<file path="src/rtl/goertzel_tone_gen.sv">
// Recursive-resonator tone burst generator: y[n] = alpha*y[n-1] - y[n-2], NS samples per start.
// Latency: first sample valid 1 cycle after start; 1 sample/cycle while ready_i is high, data holds otherwise.
module goertzel_tone_gen #(
  parameter int NS   = 1000,
  parameter int FRAC = 30
) (
  input  logic        clk,
  input  logic        rstn,
  input  logic        start_i,
  input  logic        abort_i,
  input  logic [31:0] alpha_i,
  input  logic [31:0] init1_i,
  input  logic        ready_i,
  output logic        valid_o,
  output logic [31:0] data_o,
  output logic        last_o,
  output logic        busy_o,
  output logic        done_o,
  output logic        sat_o
);

  typedef enum logic [1:0] {IDLE, RUN, DONE} state_t;

  localparam logic [15:0] LAST_IDX = 16'(NS - 1);
  localparam logic signed [63:0] RND = 64'sd1 <<< (FRAC - 1);
  localparam logic signed [63:0] POS_MAX = 64'sd2147483647;
  localparam logic signed [63:0] NEG_MIN = -64'sd2147483648;

  state_t      state;
  logic [15:0] idx;
  logic [31:0] y1;
  logic [31:0] y2;
  logic [31:0] alpha_r;
  logic [31:0] init1_r;

  logic signed [63:0] a64;
  logic signed [63:0] y1_64;
  logic signed [63:0] y2_64;
  logic signed [63:0] prod;
  logic signed [63:0] rnd;
  logic signed [63:0] sum;
  logic               ovf_hi;
  logic               ovf_lo;
  logic [31:0]        rec_y;
  logic [31:0]        next_y;
  logic               next_sat;
  logic [15:0]        idx_nx;
  logic               hs;

  // Wide difference is range-checked at full width; identical to the 34-bit result for any 32-bit operands.
  always_comb begin
    a64    = {{32{alpha_r[31]}}, alpha_r};
    y1_64  = {{32{y1[31]}}, y1};
    y2_64  = {{32{y2[31]}}, y2};
    prod   = a64 * y1_64;
    rnd    = (prod + RND) >>> FRAC;
    sum    = rnd - y2_64;
    ovf_hi = (sum > POS_MAX);
    ovf_lo = (sum < NEG_MIN);
    if (ovf_hi)      rec_y = 32'h7fff_ffff;
    else if (ovf_lo) rec_y = 32'h8000_0000;
    else             rec_y = sum[31:0];
  end

  // y[1] is not produced by the recurrence; it comes straight from the latched init value.
  always_comb begin
    if (idx == 16'd0) begin
      next_y   = init1_r;
      next_sat = 1'b0;
    end else begin
      next_y   = rec_y;
      next_sat = ovf_hi | ovf_lo;
    end
    idx_nx = idx + 16'd1;
    hs     = valid_o & ready_i;
  end

  always_ff @(posedge clk or negedge rstn) begin
    if (!rstn) begin
      state   <= IDLE;
      idx     <= 16'd0;
      y1      <= 32'd0;
      y2      <= 32'd0;
      alpha_r <= 32'd0;
      init1_r <= 32'd0;
      valid_o <= 1'b0;
      data_o  <= 32'd0;
      last_o  <= 1'b0;
      busy_o  <= 1'b0;
      done_o  <= 1'b0;
      sat_o   <= 1'b0;
    end else begin
      case (state)
        IDLE: begin
          done_o <= 1'b0;
          if (start_i && !abort_i) begin
            alpha_r <= alpha_i;
            init1_r <= init1_i;
            idx     <= 16'd0;
            y1      <= 32'd0;
            y2      <= 32'd0;
            data_o  <= 32'd0;
            valid_o <= 1'b1;
            last_o  <= (LAST_IDX == 16'd0);
            sat_o   <= 1'b0;
            busy_o  <= 1'b1;
            state   <= RUN;
          end
        end

        RUN: begin
          if (abort_i) begin
            valid_o <= 1'b0;
            last_o  <= 1'b0;
            busy_o  <= 1'b0;
            done_o  <= 1'b0;
            state   <= IDLE;
          end else if (hs) begin
            if (last_o) begin
              valid_o <= 1'b0;
              last_o  <= 1'b0;
              done_o  <= 1'b1;
              state   <= DONE;
            end else begin
              idx    <= idx_nx;
              y2     <= y1;
              y1     <= next_y;
              data_o <= next_y;
              last_o <= (idx_nx == LAST_IDX);
              if (next_sat) sat_o <= 1'b1;
            end
          end
        end

        DONE: begin
          // Abort here lands in the same place; only the done pulse differs, and it ends either way.
          done_o <= 1'b0;
          busy_o <= 1'b0;
          state  <= IDLE;
        end

        default: begin
          valid_o <= 1'b0;
          last_o  <= 1'b0;
          busy_o  <= 1'b0;
          done_o  <= 1'b0;
          state   <= IDLE;
        end
      endcase
    end
  end

endmodule

</file>
<file path="config.mk">
export PLATFORM = sky130hd
export DESIGN_NAME = goertzel_tone_gen
export DESIGN_NICKNAME = d
export VERILOG_FILES = /design/src/rtl/goertzel_tone_gen.sv
export SDC_FILE = /design/constraint.sdc
export NUM_CORES = 2
export LEC_CHECK = 0
export CAP_MARGIN = 5
export CORE_UTILIZATION = 66
export CTS_CLUSTER_SIZE = 30
export DETAILED_ROUTE_END_ITERATION = 8
export GPL_ROUTABILITY_DRIVEN = 0
export HOLD_SLACK_MARGIN = 0.03
export PLACE_DENSITY = 0.85
export SYNTH_ARGS = -nofsm -noshare
export SYNTH_HDL_FRONTEND = slang
export SYNTH_SLANG_ARGS = --single-unit
</file>
<file path="constraint.sdc">
create_clock -name clk -period 11 [get_ports clk]
set_input_delay 2.2 -clock clk [delete_from_list [all_inputs] [get_ports clk]]
set_output_delay 2.2 -clock clk [all_outputs]
set_load 0.02 [all_outputs]
</file>
* Yosys cells after proc, flatten, opt, wreduce, memory -nomap -nowiden
Cells that the tools add are included.
** Storage, ports and cells
- Bits in registers :: 151
** Operators by class
- $mul :: 1
- Multiplexer cells :: 44
- Equality and inequality tests :: 11
- Bitwise gates (word level) :: 3
- Add/subtract/negate cells :: 3
- Reductions and logical operators :: 13
- Order comparisons :: 2
** Operators with widths (number)
- 2-to-1 mux 32 bit :: 10
- one-hot mux 32 bit (2 select lines) :: 2
- adder 64 x 31 -> 64 bit, second input constant :: 1
- multiplier 32 x 32 -> 64 bit :: 1
- 2-to-1 mux 16 bit :: 4
- > comparator 35 x 32 -> 1 bit, second input constant :: 1
- < comparator 35 x 32 -> 1 bit, second input constant :: 1
- subtractor 34 x 32 -> 35 bit :: 1
- one-hot mux 16 bit (2 select lines) :: 1
- 2-to-1 mux 1 bit :: 18
- adder 16 x 1 -> 16 bit, second input constant :: 1
- equality test 16 x 10 -> 1 bit, second input constant :: 1
- logical NOT 16 bit :: 1
- != test 2 bit, second input constant :: 6
- 2-to-1 mux 2 bit :: 4
- != test 3 bit, second input constant :: 2
- one-hot mux 1 bit (3 select lines) :: 2
- AND reduction 2 bit :: 3
- AND reduction 3 bit :: 2
- AND reduction 6 bit :: 1
- AND reduction 5 bit :: 1
- one-hot mux 1 bit (2 select lines) :: 2
- one-hot mux 2 bit (2 select lines) :: 1
- AND reduction 4 bit :: 1
- 9 further kinds :: 9

* Logic depth before layout (Yosys ltp)
- Word-level depth :: 11
- Mapped depth :: 41
- Depth with buffers taken out :: 37

* Least setup slack after synthesis
No wires, ideal clock.
- Path type :: register to register
- Start point :: register y1[2]
- End point :: register y1[19]
- Buffers on the path :: 4
- Arrival time :: 10030 ps
- Library setup time :: 92 ps
- Setup slack :: 878 ps
- Period minus slack after synthesis :: 10122 ps
- Stages on the path, launching flop included :: 38
- Data required time :: 10908 ps
- Cells stage by stage :: dfrtp_1 > clkbuf_1 > clkbuf_1 > nand2_1 > inv_1 > fa_1 > fa_1 > fa_1 > fa_1 > inv_1 > fa_1 > inv_1 > fa_1 > inv_1 > fa_1 > inv_1 > fa_1 > ha_1 > [... 2 more ...] > and3_1 > a21oi_1 > a21oi_1 > o21ai_0 > xor2_1 > ha_1 > clkbuf_1 > nand2_1 > o21ai_0 > a31oi_1 > o21ai_0 > mux2i_1 > o41a_1 > o311ai_4 > o31ai_4 > buf_6 > a21oi_2 > o31ai_2
** Between the ends
- Cells in the longest elaborated chain, start to end :: 11
- Elaborated cells between the ends (all ways) :: 12
- Classes of those cells :: add/sub (2); mul (1); order compare (2); mux (7)
** RTL lines
- start: declaration :: line 31 : logic [31:0] y1;
- start signal: assignment :: line 127 : y1 <= next_y;
- multiplier 32 x 32 -> 64 bit (*) :: line 55 : prod = a64 * y1_64;
- adder 64 x 31 -> 64 bit (*) :: line 56 : rnd = (prod + RND) >>> FRAC;
- subtractor 34 x 32 -> 35 bit (*) :: line 57 : sum = rnd - y2_64;
- < comparator 35 x 32 -> 1 bit :: line 59 : ovf_lo = (sum < NEG_MIN);
- 2-to-1 mux 32 bit :: line 61 : else if (ovf_lo) rec_y = 32'h8000_0000;
- 2-to-1 mux 32 bit (*) :: line 60 : if (ovf_hi) rec_y = 32'h7fff_ffff;
- 2-to-1 mux 32 bit (*) :: line 67 : if (idx == 16'd0) begin
- 2-to-1 mux 32 bit (*) :: line 119 : if (last_o) begin
- 2-to-1 mux 32 bit (*) :: line 118 : end else if (hs) begin
- 2-to-1 mux 32 bit (*) :: line 112 : if (abort_i) begin
- one-hot mux 32 bit (2 select lines) (*) :: line 93 : case (state)
Mark *: on every way between the ends. The rest lies on a longest branch, timed or not. The select of a mux whose other input is x is not followed.
A chain may end at the register's enable or synchronous reset.

* Worst setup path after layout
- Start point :: register y1[8]
- End point :: register y1[19]
The elaborated chain is that of the path after synthesis.

==> results.sh <==
export IMPL_synthTopCellsByArea="fa_1 (50%), dfrtp_1 (8.6%), inv_1 (8.3%)"
export IMPL_cp_common_cell="fa_1"
export IMPL_arrival_ps=11100
export IMPL_antenna_found_initial=4
export IMPL_synth_fp_nets=6154
export IMPL_whs_ps=471.7
export IMPL_ant_nets=0
export IMPL_crit_slowest_cell="dfrtp_4"
export IMPL_dp_hpwl_mm=97.01
export IMPL_row_count=93
export IMPL_clock_latency_ps=480
export IMPL_fin_crit_ps=10710
export IMPL_worst_hold_path_type="reg -> reg"
export IMPL_route_detailed_drc=0
export IMPL_fin_setup_tns_ps=0
export IMPL_setup_viol=0
export IMPL_die_y_um=259.3
export IMPL_via_per_inst=5.897
export IMPL_setup_worst_path_class="reg -> reg"
export IMPL_final_hold_viol_count=0
export IMPL_mappedNetlistArea_mm2=0.04369
export IMPL_max_freq_ghz=0.09333
export IMPL_firstDrtPassIters=8
export IMPL_clock_tree_root_cell="clkbuf_16"
export IMPL_cpPeakStageDelay_ps=620
export IMPL_yosysUniqueCellTypes=70
export IMPL_wire_per_inst_um=20.82
export IMPL_syn_inst=4787
export IMPL_synth_seq_cells=151
export IMPL_ys_seq_area_share_pct=8.649
export IMPL_htreeDepth=4
export IMPL_grt_max_degree=115
export IMPL_initial_core_util_pct=67.28
export IMPL_core_mm2=0.06493
export IMPL_drive_gt1_share_pct=4.878
export IMPL_numCtsBuffers=17
export IMPL_grt_use_total_pct=37.49
export IMPL_post_synth_top_count_cell="fa_1"
export IMPL_clock_sinks=151
export IMPL_min_period_over_period_pct=97.40
export IMPL_end_kind="flop"
export IMPL_synth_top_area_cell="fa_1"
export IMPL_clk_path_buf_depth=2
export IMPL_yosys_top_cells_count="fa_1 (1,083), inv_1 (970), nand2_1 (885)"
export IMPL_num_vias=33340
export IMPL_endpoint="y1[19]$_DFFE_PN0P_"
export IMPL_port_buffers=105
export IMPL_syn_avg_cell_area_um2=9.126
export IMPL_syn_to_final_growth_pct=6.756
export IMPL_tightest_slew_ps=1077
export IMPL_io_pins=106
export IMPL_grt_pass1_wl_mm=193.6
export IMPL_reg2reg_slack_ps=290
export IMPL_drtIter0Drc=3134
export IMPL_finalWirelength_mm=117.7
export IMPL_cts_hold_buffers=0
export IMPL_clk_pin_slew_ps=70
export IMPL_outcome="completed"
export IMPL_grt_pass1_vias=36640
export IMPL_final_setup_skew_ps=14.21
export IMPL_timing_final_max_slew_violations=0
export IMPL_r2r_end="y1[19]$_DFFE_PN0P_"
export IMPL_overflow=0
export IMPL_maxCapViolations=0
export IMPL_die_w_um=259.3
export IMPL_relSlewSlack_pct=28.18
export IMPL_synth_main_ff_cell="dfrtp_1"
export IMPL_yosysWarnings=0
export IMPL_die_area_mm2=0.06723
export IMPL_cp_required_ps=11380
export IMPL_path_max_fanout=20
export IMPL_synth_async_reset_ratio_pct=100.0
export IMPL_critPathLaunchType="flop"
export IMPL_cp_startpoint="y1[8]$_DFFE_PN0P_"
export IMPL_cts_tree="built"
export IMPL_fin_nets=6151
export IMPL_reg2reg_depth=35
export IMPL_r2r_start="y1[8]$_DFFE_PN0P_"
export IMPL_synth_edf_count=0
export IMPL_yosys_area_top_type_share_pct=49.63
export IMPL_grt_setup_unrepaired="false"
## how the worst min path moves through the flow
stage,start,endpoint,slack [ps],cells after the start
3_3_place_gp,init1_r[30]$_DFFE_PN0P_,init1_r[30]$_DFFE_PN0P_,450,2
5_1_grt,init1_r[4]$_DFFE_PN0P_,init1_r[4]$_DFFE_PN0P_,500,2
4_1_cts,init1_r[24]$_DFFE_PN0P_,init1_r[24]$_DFFE_PN0P_,470,2
6_report,init1_r[27]$_DFFE_PN0P_,init1_r[27]$_DFFE_PN0P_,470,2
2_1_floorplan,init1_r[0]$_DFFE_PN0P_,init1_r[0]$_DFFE_PN0P_,440,2
3_5_place_dp,init1_r[24]$_DFFE_PN0P_,init1_r[24]$_DFFE_PN0P_,460,2
## worst max-delay path: cells and delay by family, from the launching register on
kind | cells | cell delay, ps
adder cells (fa/ha/maj) | 10 | 4900
AO/OA/AOI/OAI | 15 | 3670
AND/OR/NAND/NOR | 4 | 780
flip-flops | 1 | 620
buffers and inverters | 5 | 500
XOR/XNOR | 1 | 140
## layer usage
| layer | up-vias | track usage [%] | wire length, um | part of all wire, % |
|---|---|---|---|---|
| met1 | 16770 | 48.08 | 42110 | 36 |
| met2 | 2007 | 60.37 | 55560 | 47 |
| met3 | 447 | 8.699 | 13410 | 11 |
| met5 | - | 0 | 48 | 0.041 |
| li1 | 14110 | - | - | - |
| met4 | 6 | 18.40 | 6559 | 5.6 |
## through the flow
| stage | utilization [%] | cells | setup slack, ps | area [um2] |
|---|---|---|---|---|
| after global placement | 70.78 | 5620 | 292.6 | 45950 |
| final | 71.83 | 5653 | 285.8 | 46640 |
| after global routing | 71.83 | 5652 | 3.141 | 46640 |
| after detailed placement | 70.78 | 5620 | 79.97 | 45950 |
| after CTS | 71.68 | 5652 | 3.443 | 46540 |
| after floorplan | - | 4787 | 878.2 | 43690 |
## layout by cell type (no fill, tap or decap), types with 16 or more instances in the layout
cell type / count
xnor2_1: 46
buf_4: 122
a21oi_1: 110
and2_1: 482
o21a_1: 16
nor2_1: 75
o21ai_1: 34
and3_1: 18
clkbuf_16: 17
nand3_1: 24
nand2b_1: 24
nand2_1: 885
dfrtp_1: 112
dfrtp_2: 37
ha_1: 214
nor3_1: 24
inv_1: 970
clkdlybuf4s50_1: 104
fa_1: 1081
o21ai_0: 137
nand4_1: 19
a21o_1: 45
xor2_1: 30
## state kept, by name, summed over array words and instances, names as in the netlist
name / count
y2: 32
idx: 16
last_o: 1
sat_o: 1
y1: 32
done_o: 1
busy_o: 1
alpha_r: 32
state: 2
valid_o: 1
init1_r: 32
## timing repair
action                                  CTS  global route
resized for setup                         0            51
endpoints found under the setup margin    0            32
setup buffers                             0             0
## cells by family (layout without fill, tap and decap cells)
kind of cell / count (synthesis) / after routing / share of synthesized area [%]
and+or+nand+nor: 1594 / 1594 / 17.29
muxes: 2 / 2 / 0.04583
adders and majority gates: 1298 / 1298 / 55.79
xor gates and xnor gates: 77 / 77 / 1.544
DFF: 151 / 151 / 8.649
other: 0 / 1 / 0
buffers and inverters: 1229 / 1239 / 10.61
AOI/OAI and AO/OA: 436 / 436 / 6.078
## area by class of cell
cell class,count,area [um2]
antenna,1,2.502
clock buffer,20,456.7
clock inverter,12,131.4
fill,4529,18290
inverter,970,3641
multi-input combinational,3407,35340
sequential,151,3832
tap,855,1070
timing repair buffer,237,2168
Power is not shown: default switching activity piles up to over one toggle a cycle in this logic, so the estimate is an artifact.
